`src/rtl/io_interval_timer_pkg.sv`:
```
// Shared types, register offsets and CTRL bit positions for the io interval timer.
package io_interval_timer_pkg;

    typedef logic [31:0] scalar_t;

    localparam scalar_t TIMER_CTRL   = 32'h0000_0000;
    localparam scalar_t TIMER_LOAD   = 32'h0000_0004;
    localparam scalar_t TIMER_COUNT  = 32'h0000_0008;
    localparam scalar_t TIMER_STATUS = 32'h0000_000c;

    localparam int unsigned CTRL_ENABLE_BIT    = 0;
    localparam int unsigned CTRL_PERIODIC_BIT  = 1;
    localparam int unsigned CTRL_IRQ_EN_BIT    = 2;
    localparam int unsigned STATUS_PENDING_BIT = 0;

    // Field order puts enable at bit0 so the struct maps directly onto the CTRL word.
    typedef struct packed {
        logic irq_en;
        logic periodic;
        logic enable;
    } ctrl_t;

    function automatic scalar_t ctrl_to_word(input ctrl_t c);
        return 32'(c);
    endfunction

endpackage

```
`src/rtl/timer_prescaler.sv`:
```
// Free-running 0..PRESCALE-1 divider; tick is high in the cycle the divider sits at its last value.
module timer_prescaler #(
    parameter int unsigned PRESCALE = 50
) (
    input  logic clk,
    input  logic reset_n,
    input  logic enable,
    input  logic clear,
    output logic tick
);

    localparam int unsigned PW = (PRESCALE > 1) ? $clog2(PRESCALE) : 1;
    localparam logic [PW-1:0] LAST = PW'(PRESCALE - 1);

    logic [PW-1:0] cnt_q;
    logic [PW-1:0] cnt_d;

    // Clear has priority so a restart always begins a fresh PRESCALE-cycle interval.
    always_comb begin
        cnt_d = cnt_q;
        tick  = 1'b0;
        if (clear) begin
            cnt_d = '0;
        end else if (enable) begin
            if (cnt_q == LAST) begin
                tick  = 1'b1;
                cnt_d = '0;
            end else begin
                cnt_d = cnt_q + PW'(1);
            end
        end
    end

    always_ff @(posedge clk or negedge reset_n) begin
        if (!reset_n) begin
            cnt_q <= '0;
        end else begin
            cnt_q <= cnt_d;
        end
    end

endmodule

```
`src/rtl/io_interval_timer.sv`:
```
// Memory-mapped interval timer: one-shot/periodic countdown with pending flag and maskable level interrupt.
module io_interval_timer
    import io_interval_timer_pkg::*;
#(
    parameter scalar_t     BASE_ADDRESS = 32'h0000_0060,
    parameter int unsigned PRESCALE     = 50,
    parameter int unsigned COUNT_WIDTH  = 32
) (
    input  logic    clk,
    input  logic    reset_n,
    input  logic    io_write_en,
    input  logic    io_read_en,
    input  scalar_t io_address,
    input  scalar_t io_write_data,
    output scalar_t io_read_data,
    output logic    interrupt_req
);

    localparam scalar_t ADDR_CTRL   = BASE_ADDRESS + TIMER_CTRL;
    localparam scalar_t ADDR_LOAD   = BASE_ADDRESS + TIMER_LOAD;
    localparam scalar_t ADDR_COUNT  = BASE_ADDRESS + TIMER_COUNT;
    localparam scalar_t ADDR_STATUS = BASE_ADDRESS + TIMER_STATUS;

    ctrl_t                  ctrl_q;
    ctrl_t                  ctrl_d;
    logic [COUNT_WIDTH-1:0] load_q;
    logic [COUNT_WIDTH-1:0] load_d;
    logic [COUNT_WIDTH-1:0] count_q;
    logic [COUNT_WIDTH-1:0] count_d;
    logic                   pending_q;
    logic                   pending_d;
    scalar_t                rdata_q;
    scalar_t                rdata_d;
    logic                   irq_q;
    logic                   irq_d;

    logic wr_ctrl;
    logic wr_load;
    logic wr_status;
    logic start;
    logic tick;
    logic expire;

    assign wr_ctrl   = io_write_en && (io_address == ADDR_CTRL);
    assign wr_load   = io_write_en && (io_address == ADDR_LOAD);
    assign wr_status = io_write_en && (io_address == ADDR_STATUS);
    assign start     = wr_ctrl && io_write_data[CTRL_ENABLE_BIT];

    // Any CTRL write freezes the divider for that cycle, so a stop holds it and a tick is never lost silently.
    timer_prescaler #(
        .PRESCALE (PRESCALE)
    ) u_prescaler (
        .clk     (clk),
        .reset_n (reset_n),
        .enable  (ctrl_q.enable && !wr_ctrl),
        .clear   (start),
        .tick    (tick)
    );

    assign expire = tick && !wr_ctrl && (count_q == '0);

    // Register updates; a CTRL write overrides a coincident tick.
    always_comb begin
        ctrl_d  = ctrl_q;
        load_d  = load_q;
        count_d = count_q;

        if (wr_load) begin
            load_d = io_write_data[COUNT_WIDTH-1:0];
        end

        if (wr_ctrl) begin
            ctrl_d.enable   = io_write_data[CTRL_ENABLE_BIT];
            ctrl_d.periodic = io_write_data[CTRL_PERIODIC_BIT];
            ctrl_d.irq_en   = io_write_data[CTRL_IRQ_EN_BIT];
            if (start) begin
                count_d = load_q;
            end
        end else if (tick) begin
            if (count_q != '0) begin
                count_d = count_q - COUNT_WIDTH'(1);
            end else if (ctrl_q.periodic) begin
                count_d = load_q;
            end else begin
                ctrl_d.enable = 1'b0;
            end
        end
    end

    // Expiry beats a simultaneous write-1-to-clear.
    always_comb begin
        pending_d = pending_q;
        if (expire) begin
            pending_d = 1'b1;
        end else if (wr_status && io_write_data[STATUS_PENDING_BIT]) begin
            pending_d = 1'b0;
        end
    end

    // Non-matching or idle cycles return zero so the top-level mux can OR slaves together.
    always_comb begin
        rdata_d = '0;
        if (io_read_en) begin
            case (io_address)
                ADDR_CTRL:   rdata_d = ctrl_to_word(ctrl_q);
                ADDR_LOAD:   rdata_d = 32'(load_q);
                ADDR_COUNT:  rdata_d = 32'(count_q);
                ADDR_STATUS: rdata_d = 32'(pending_q);
                default:     rdata_d = '0;
            endcase
        end
    end

    assign irq_d = pending_q && ctrl_q.irq_en;

    always_ff @(posedge clk or negedge reset_n) begin
        if (!reset_n) begin
            ctrl_q    <= '0;
            load_q    <= '0;
            count_q   <= '0;
            pending_q <= 1'b0;
            rdata_q   <= '0;
            irq_q     <= 1'b0;
        end else begin
            ctrl_q    <= ctrl_d;
            load_q    <= load_d;
            count_q   <= count_d;
            pending_q <= pending_d;
            rdata_q   <= rdata_d;
            irq_q     <= irq_d;
        end
    end

    assign io_read_data  = rdata_q;
    assign interrupt_req = irq_q;

endmodule

```
`config.mk`:
```
export PLATFORM = sky130hd
export DESIGN_NAME = io_interval_timer
export DESIGN_NICKNAME = d
export VERILOG_FILES = /design/src/rtl/io_interval_timer_pkg.sv /design/src/rtl/timer_prescaler.sv /design/src/rtl/io_interval_timer.sv
export SDC_FILE = /design/constraint.sdc
export NUM_CORES = 1
export LEC_CHECK = 0
export ABC_AREA = 0
export CORE_MARGIN = 2
export CORE_UTILIZATION = 57
export DETAILED_ROUTE_END_ITERATION = 16
export GPL_TIMING_DRIVEN = 0
export PLACE_DENSITY = 0.91
export SYNTH_ARGS = -nofsm -noshare
export SYNTH_HDL_FRONTEND = slang
export SYNTH_HIERARCHICAL = 1
export SYNTH_SLANG_ARGS = --single-unit
```
`constraint.sdc`:
```
create_clock -name clk -period 5.6 [get_ports clk]
set_input_delay 1.12 -clock clk [delete_from_list [all_inputs] [get_ports clk]]
set_output_delay 1.12 -clock clk [all_outputs]
set_load 0.02 [all_outputs]
```
Word level (Yosys, flattened, before mapping)
Cells that the tools add are included.
{ "word_totals": {"ff_bits": 107, "output_inout_bits": 33, "wordCells": 56} }
{ "op_classes": {"add_sub_neg": 2, "eq_ne": 8, "muxes": 19, "reduce_logical": 18} }
{ "op_table": {"columns": ["operator", "n"], "rows": [
  ["32-bit 2-to-1 mux", 6],
  ["32-bit by 7-bit equality test with 1-bit output (second input constant)", 4],
  ["32-bit one-hot mux with 4 select lines", 1],
  ["32-bit logical NOT", 1],
  ["32-bit nonzero test", 1],
  ["32-bit by 1-bit subtractor with 32-bit output (second input constant)", 1],
  ["6-bit 2-to-1 mux", 3],
  ["1-bit logical AND", 9],
  ["1-bit 2-to-1 mux", 9],
  ["6-bit by 1-bit adder with 6-bit output (second input constant)", 1],
  ["6-bit equality test (second input constant)", 1],
  ["3-bit AND reduction", 2],
  ["2-bit nonzero test", 3],
  ["2-bit by 1-bit inequality test with 1-bit output (second input constant)", 2],
  ["3-bit nonzero test", 1],
  ["2-bit inequality test (second input constant)", 1],
  ["1-bit logical NOT", 1]
]} }

Depth between registers and ports, before layout
Gate-level depths: netlist of the first run.
{ "logic_depth": {"word_depth": 9, "mapped_depth": 14, "mapped_depth_nobuf": 10} }

Cells and area by module
The synthesis of the first run kept the hierarchy.
{ "by_module_without_submodules": {"columns": ["mod", "instances", "cells_per_inst", "area_per_inst_um2", "seq_area_each_um2"], "rows": [
  ["io_interval_timer", 1, 501, 4981.0, 2527.4],
  ["timer_prescaler", 1, 43, 402.9, 150.1]
]} }

Worst setup path before layout of the first run
Ideal clock, no wire load.
{ "synth_timing": {"kind": "input to register", "startpoint": "in io_address[2]", "endpoint": "reg count_q[24]", "setup_ns": 0.087, "arrival_time_ns": 3.507, "required_ns": 5.513, "slack_ns": 2.005, "path_stages": 14, "path_buffers": 4, "path_cell_list": "clkbuf_1 nor2_1 and2_1 nand3_2 clkbuf_1 nand2_1 inv_1 clkbuf_2 and3b_1 o31ai_1 o21bai_1 clkbuf_1 o21ai_0 a22oi_1"} }
{ "synth_via": {"elab_chain_cells": 8, "elab_cells_between_ends": 12, "classes_between": "eq/ne (2); mux (3); reduce/logical (7)"} }
{ "synth_lines": {"columns": ["item", "line", "text"], "rows": [
  ["start: declaration", "io_interval_timer.sv:13", "input scalar_t io_address,"],
  ["32-bit by 7-bit equality test with 1-bit output *", "io_interval_timer.sv:44", "assign wr_ctrl = io_write_en && (io_address == ADDR_CTRL);"],
  ["1-bit logical AND *", "io_interval_timer.sv:44", null],
  ["1-bit logical NOT", "io_interval_timer.sv:55", ".enable (ctrl_q.enable && !wr_ctrl),"],
  ["1-bit logical AND", "io_interval_timer.sv:55", null],
  ["1-bit 2-to-1 mux", "timer_prescaler.sv:24", "end else if (enable) begin"],
  ["1-bit 2-to-1 mux *", "timer_prescaler.sv:22", "if (clear) begin"],
  ["via tick", "io_interval_timer.sv:41", "logic tick;"],
  ["2-bit nonzero test (no line) *", null, null],
  ["3-bit AND reduction (no line) *", null, null],
  ["end signal: assignment", "io_interval_timer.sv:127", "count_q <= count_d;"],
  ["end: declaration", "io_interval_timer.sv:28", "logic [COUNT_WIDTH-1:0] count_q;"]
]} }
The timed path passes the listed nets; every way through them passes the cells marked *.
A chain may end at the register's enable or synchronous reset.

Worst setup path after layout of the first run
{ "layout_timing": {"startpoint": "in io_address[3]", "endpoint": "reg count_q[10]"} }
The elaborated chain is that of the path after synthesis.

==> results.sh, run 1 <==
export IMPL_avgRoutedWirePerCell_um=19.8
export IMPL_core_area_um2=9200
export IMPL_arrival_ps=4910
export IMPL_syn_to_final_growth_pct=25.1
export IMPL_grt_overflow_total=0
export IMPL_num_vias=4962
export IMPL_cts_clk_slew_worst_paths_ps=100
export IMPL_yosys_warnings=6
export IMPL_finalSetupViolCount=0
export IMPL_antenna_found_initial=0
export IMPL_numPlacedInstances=755
export IMPL_cp_top_family="buffers and inverters"
export IMPL_tns_ps=0
export IMPL_dieArea_um2=10200
export IMPL_yosys_top_cells_area="dfrtp_1 50%, mux2_2 7.3%, a22oi_1 5.6%, a21oi_1 4.1%, nor2_1 3.8%"
export IMPL_drive_gt1_share_pct=11.4
export IMPL_ys_seq_elements=107
export IMPL_clockBufferDepth=2
export IMPL_critPathRequiredTime_ps=5880
export IMPL_num_nets_final=727
export IMPL_avgSynthCellArea_um2=9.90
export IMPL_cts_setup_buffers=0
export IMPL_drc=0
export IMPL_portBuffers=99
export IMPL_synthArstFlopShare_pct=100
export IMPL_slew_headroom_pct=31.0
export IMPL_seq_power_share_pct=58.8
export IMPL_numCtsBuffers=9
export IMPL_synth_top_area_share_pct=49.7
export IMPL_row_count=35
export IMPL_drtIter0Drc=361
export IMPL_synth_cells=544
export IMPL_synth_flop_cell="dfrtp_1"
export IMPL_worst_setup_path_end_kind="flop"
export IMPL_p_sw_share_pct=23.1
export IMPL_status="finished, final reports clean"
export IMPL_drv_cap=0
export IMPL_hold_class="flop to flop"
export IMPL_route_antenna_remaining_nets=0
export IMPL_routed_wl_mm=15.3
export IMPL_n_antenna_cell=0
export IMPL_grt_max_degree=72
export IMPL_ys_seq_area_share_pct=49.7
export IMPL_grt_pass1_wl_mm=24.5
export IMPL_synth_top_family_by_area="simple AND/OR/NAND/NOR gates"
export IMPL_final_min_clock_period_ps=4630
export IMPL_synth_area_leader_cell="dfrtp_1"
export IMPL_ys_types=59
export IMPL_yosys_area_share_simple_pct=19.1
export IMPL_p_int_mw=1.01
export IMPL_max_freq_mhz=216
export IMPL_clkPwrFrac_pct=35.9
export IMPL_initial_core_util_pct=58.5
export IMPL_cts_root_buf="clkbuf_8"
export IMPL_die_y_um=101
export IMPL_die_w_um=101
export IMPL_cts_tree="yes"
export IMPL_crit_top_cell="clkbuf_1"
export IMPL_dpl_hpwl_mm=10.9
export IMPL_design_area_um2=6730
export IMPL_comb_power_share_pct=5.3
export IMPL_start_kind="primary input"
export IMPL_synth_nets=616
export IMPL_place_gp_congestion=0.949
export IMPL_muxShareOfSynthArea_pct=8.25
export IMPL_crit_chain="clkdlybuf4s50_1, nor2_1, and2_1, nand3_2, clkbuf_1, nand2_1, inv_1, clkbuf_2, and3b_1, o31ai_1, o21bai_1, clkbuf_1, o21ai_0, a22oi_1"
export IMPL_post_synth_top_count_cell="dfrtp_1"
export IMPL_critPathBufInv=5
export IMPL_synth_xor_area_share_pct=0.163
export IMPL_hold_viol=0
export IMPL_grt_usage_pct=30.8
export IMPL_synth_edff_count=0
export IMPL_cts_sinks=107
export IMPL_clkLatencyLatePin_ps=380
export IMPL_drt_pass1_iterations=5
export IMPL_via_per_inst=6.44
export IMPL_post_cts_resized=0
export IMPL_path_class="primary input to flop"
export IMPL_worst_path_max_delay_cell="clkdlybuf4s50_1"
export IMPL_htreeDepth=3
export IMPL_synth_compound_area_share_pct=17.3
export IMPL_fin_skew_ps=12.7
export IMPL_hold_buffers=0
export IMPL_pwr_density_cell_nw_per_um2=195
export IMPL_period_share_pct=82.7
export IMPL_tightest_slew_ps=1030
export IMPL_cp_slowest_stage_delay_ps=600
export IMPL_report_final_slew_viol_count=0
export IMPL_cp_max_fo=10
export IMPL_post_dp_cell_area_um2=6540
export IMPL_rsz0062_at_grt="no"
export IMPL_p_sw_mw=0.304
export IMPL_syn_area_um2=5380
export IMPL_synth_adder_area_share_pct=0.930
export IMPL_io_pins=101
export IMPL_synth_common_cells="107 x dfrtp_1, 54 x nor2_1, 44 x a21oi_1, 40 x a22oi_1, 35 x mux2_2"
export IMPL_peakVddDrop_mv=0.138
export IMPL_leakagePower_nw=2.93
export IMPL_final_cells=771
export IMPL_grt_pass1_vias=5020
worst register-to-register path: stages (launching register included):
cell     delay, ps
dfrtp_1        480
or4_1          550
buf_2          170
or4_1          490
buf_2          170
nor3_1         500
nor2_2         260
buf_2          290
o21ai_0        210
a22oi_1         90
cell usage in the layout, fill, tap and decap left out, drive strengths merged, types with 3 or more instances in the layout:
cell type	Yosys	routed
dfrtp	107	107
clkdlybuf4s50	0	98
nor2	55	55
a21oi	44	44
a22oi	40	40
mux2	35	35
clkbuf	24	35
o21ai	31	31
nand3	24	24
inv	19	22
nand2	20	20
nand4	17	17
buf	13	15
nor4	14	14
or3	12	12
nor3	8	8
o22ai	7	7
or4	6	6
and3	6	6
mux2i	5	5
nand2b	5	5
ha	4	4
and4	4	4
o31ai	3	3
o32ai	3	3
nor3b	3	3
a31oi	3	3
path summary, 6_finish.rpt:
kind / start / end / slack, ps / cells past startpoint
hold reg to reg: load_q[2] / load_q[2] / 540 / 1
setup / recovery: io_address[3] / count_q[10] / 970 / 14
min in group asynchronous: reset_n / io_read_data[6] / 700 / 1
setup reg to reg: count_q[18] / count_q[15] / 2250 / 9
hold / removal: load_q[2] / load_q[2] / 540 / 1
max in group asynchronous: reset_n / count_q[31] / 4180 / 2
layout make-up:
cell class | count | area, µm²
flip-flops and latches | 107 | 2680
multi-input cells | 381 | 2460
fillers | 699 | 2460
repair buffers | 100 | 1020
plain buffers | 37 | 171
clock buffers | 11 | 151
well taps | 111 | 139
inverters | 19 | 71.3
clock inverters | 5 | 42.5
sequential cells by signal, summed over array words and instances (netlist names):
name               flops
count_q               32
ctrl_q                 3
interrupt_req          1
io_read_data          32
load_q                32
pending_q              1
u_prescaler/cnt_q      6
power by group through the flow:
stage                     registers [mW]  clock network (mW)  logic [mW]
after floorplan                    0.787                   0     0.00494
final                              0.772               0.471      0.0702
after global placement             0.788                   0      0.0668
after detailed placement           0.787                   0      0.0715
after CTS                          0.772               0.477      0.0716
after global routing               0.772               0.508      0.0772
kinds of logic after synthesis:
| group | count (synthesis) |
|---|---|
| buffers and inverters | 56 |
| AO/OA/AOI/OAI | 148 |
| AND/OR/NAND/NOR | 188 |
| flip-flops | 107 |
| XOR/XNOR | 1 |
| adder cells (fa/ha/maj) | 4 |
| multiplexers | 40 |
metrics by stage:
stage	worst slack (ps)	hold WS, ps	utilization [%]	power [mW]
2_1_floorplan	2010	471	-	0.792
3_3_place_gp	-411	507	70.8	0.854
5_1_grt	644	561	73.2	1.36
3_5_place_dp	785	521	71.1	0.859
6_report	969	544	73.2	1.31
4_1_cts	1120	545	73.2	1.32
metal layers:
layer | global-route usage [%] | vias to the layer above | share of wire, %
li1 | - | 2246 | -
met1 | 38.8 | 2429 | 39
met2 | 52.3 | 254 | 51
met3 | 7.66 | 33 | 8.5
met4 | 10.6 | 0 | 2.1
met5 | 0 | - | 0
Note: power is estimated with default switching activity, not from simulation.
==> inputs of run 2 (changes only) <==
Settings changed: CORE_UTILIZATION 57 to 53, PLACE_DENSITY 0.91 to 0.86.
Clock period 5.6 ns to 4.3 ns, I/O delays scaled along.
==> results.sh, run 2 (synthesized netlist as in run 1, its figures left out) <==
export IMPL_post_cts_resized=0
export IMPL_initial_core_util_pct=54.8
export IMPL_seq_power_share_pct=56.2
export IMPL_die_w_um=105
export IMPL_drtIter0Drc=545
export IMPL_place_gp_congestion=0.946
export IMPL_numCtsBuffers=9
export IMPL_worst_setup_path_end_kind="flop"
export IMPL_htreeDepth=3
export IMPL_comb_power_share_pct=5.1
export IMPL_clkLatencyLatePin_ps=390
export IMPL_grt_overflow_total=0
export IMPL_slew_headroom_pct=28.3
export IMPL_cts_clk_slew_worst_paths_ps=100
export IMPL_grt_pass1_wl_mm=24.9
export IMPL_start_kind="primary input"
export IMPL_antenna_found_initial=0
export IMPL_rsz0062_at_grt="no"
export IMPL_drc=0
export IMPL_cp_slowest_stage_delay_ps=590
export IMPL_cts_tree="yes"
export IMPL_via_per_inst=6.24
export IMPL_worst_path_max_delay_cell="clkdlybuf4s50_1"
export IMPL_pwr_density_cell_nw_per_um2=264
export IMPL_grt_usage_pct=29.0
export IMPL_numPlacedInstances=777
export IMPL_cts_root_buf="clkbuf_8"
export IMPL_num_nets_final=726
export IMPL_dieArea_um2=11000
export IMPL_grt_pass1_vias=4932
export IMPL_arrival_ps=4170
export IMPL_avgRoutedWirePerCell_um=19.3
export IMPL_p_int_mw=1.41
export IMPL_crit_chain="clkdlybuf4s50_1, nor2_1, and2_1, nand3_2, nand2_1, inv_1, clkbuf_2, and3b_1, o31ai_1, o21bai_1, clkbuf_1, o21ai_0, a22oi_1"
export IMPL_hold_viol=0
export IMPL_routed_wl_mm=15.3
export IMPL_wl_met3_mm=1.34
export IMPL_drt_met1_wl_mm=5.99
export IMPL_clockBufferDepth=2
export IMPL_io_pins=101
export IMPL_syn_to_final_growth_pct=26.1
export IMPL_final_min_clock_period_ps=3870
export IMPL_p_sw_mw=0.382
export IMPL_hold_class="primary input to async pin"
export IMPL_num_vias=4940
export IMPL_row_count=36
export IMPL_period_share_pct=90.0
export IMPL_route_met2_wl_mm=7.70
export IMPL_portBuffers=99
export IMPL_route_antenna_remaining_nets=0
export IMPL_status="finished, final reports clean"
export IMPL_leakagePower_nw=2.93
export IMPL_cts_sinks=107
export IMPL_max_freq_mhz=258
export IMPL_top_layer="met4"
export IMPL_fin_skew_ps=12.0
export IMPL_tightest_slew_ps=1070
export IMPL_peakVddDrop_mv=0.257
export IMPL_cts_setup_buffers=0
export IMPL_rrSetupSlack_ps=990
export IMPL_drv_cap=0
export IMPL_clkPwrFrac_pct=38.7
export IMPL_grt_max_degree=61
export IMPL_core_area_um2=9820
export IMPL_holdWs_ps=478
export IMPL_drt_pass1_iterations=5
export IMPL_p_sw_share_pct=21.4
export IMPL_cp_max_fo=16
export IMPL_dpl_hpwl_mm=11.1
export IMPL_critPathRequiredTime_ps=4600
export IMPL_die_y_um=105
export IMPL_final_common_cell="dfrtp_1"
export IMPL_drive_gt1_share_pct=11.4
export IMPL_final_cell_mix="107 x dfrtp_1, 98 x clkdlybuf4s50_1, 54 x nor2_1"
export IMPL_n_antenna_cell=0
export IMPL_hold_buffers=0
export IMPL_finalSetupViolCount=0
export IMPL_report_final_slew_viol_count=0
export IMPL_path_class="primary input to flop"
export IMPL_final_cells=792
[run 2: cell types whose count changed in the layout (fill, tap and decap cells not counted)]
cell,change
clkbuf_8,-1
inv_8,-1
bufinv_16,+2
clkinv_2,+1
inv_6,-1
clkinvlp_4,+1
clkinv_4,-1
clkbuf_1,-1
[run 2: final timing paths]
| check | startpoint | endpoint | depth (start not counted) |
|---|---|---|---|
| max | io_address[3] | count_q[24] | 13 |
| min | reset_n | io_read_data[17] | 1 |
| max reg2reg | count_q[18] | count_q[23] | 9 |
| min reg2reg | ctrl_q[2] | interrupt_req | 1 |
| max in group asynchronous | reset_n | count_q[6] | 2 |
| min in group clk | ctrl_q[2] | interrupt_req | 1 |
[run 2: critical path, delay by kind of cell]
kind,cells,cell delay [ps]
AO/OA/AOI/OAI,4,970
buffers and inverters,4,1320
AND/OR/NAND/NOR,5,1010
[run 2: power by group through the flow]
stage          Sequential (mW)  Clock [mW]  Combinational, mW
3_3_place_gp              1.03           0             0.0878
2_1_floorplan             1.03           0            0.00643
6_report                  1.01       0.691             0.0918
5_1_grt                   1.01       0.740              0.100
4_1_cts                   1.01       0.707             0.0941
3_5_place_dp              1.03           0             0.0936
[run 2: layer usage]
metal	vias up	GRT usage, %
met5	-	0
met4	0	7.90
met3	31	7.67
met2	255	50.1
met1	2410	36.1
li1	2244	-
[run 2: metrics by stage]
| step | total power [mW] | util [%] | setup WS (ps) | cell area, µm² | TNS (ps) |
|---|---|---|---|---|---|
| 2_1_floorplan | 1.03 | - | 965 | 5380 | 0 |
| 3_3_place_gp | 1.11 | 66.6 | -1480 | 6540 | -159800 |
| 3_5_place_dp | 1.12 | 66.9 | -244 | 6570 | -3330 |
| 4_1_cts | 1.81 | 69.2 | 175 | 6790 | 0 |
| 5_1_grt | 1.85 | 69.1 | 149 | 6790 | 0 |
| 6_report | 1.79 | 69.1 | 428 | 6790 | 0 |
[run 2: cell type report]
class                   count  area, µm²
repair buffers            100       1020
plain buffers              36        168
multi-input cells         381       2460
clock buffers              10        138
fillers                   821       3030
inverters                  19       71.3
clock inverters             6       86.3
well taps                 133        166
flip-flops and latches    107       2680
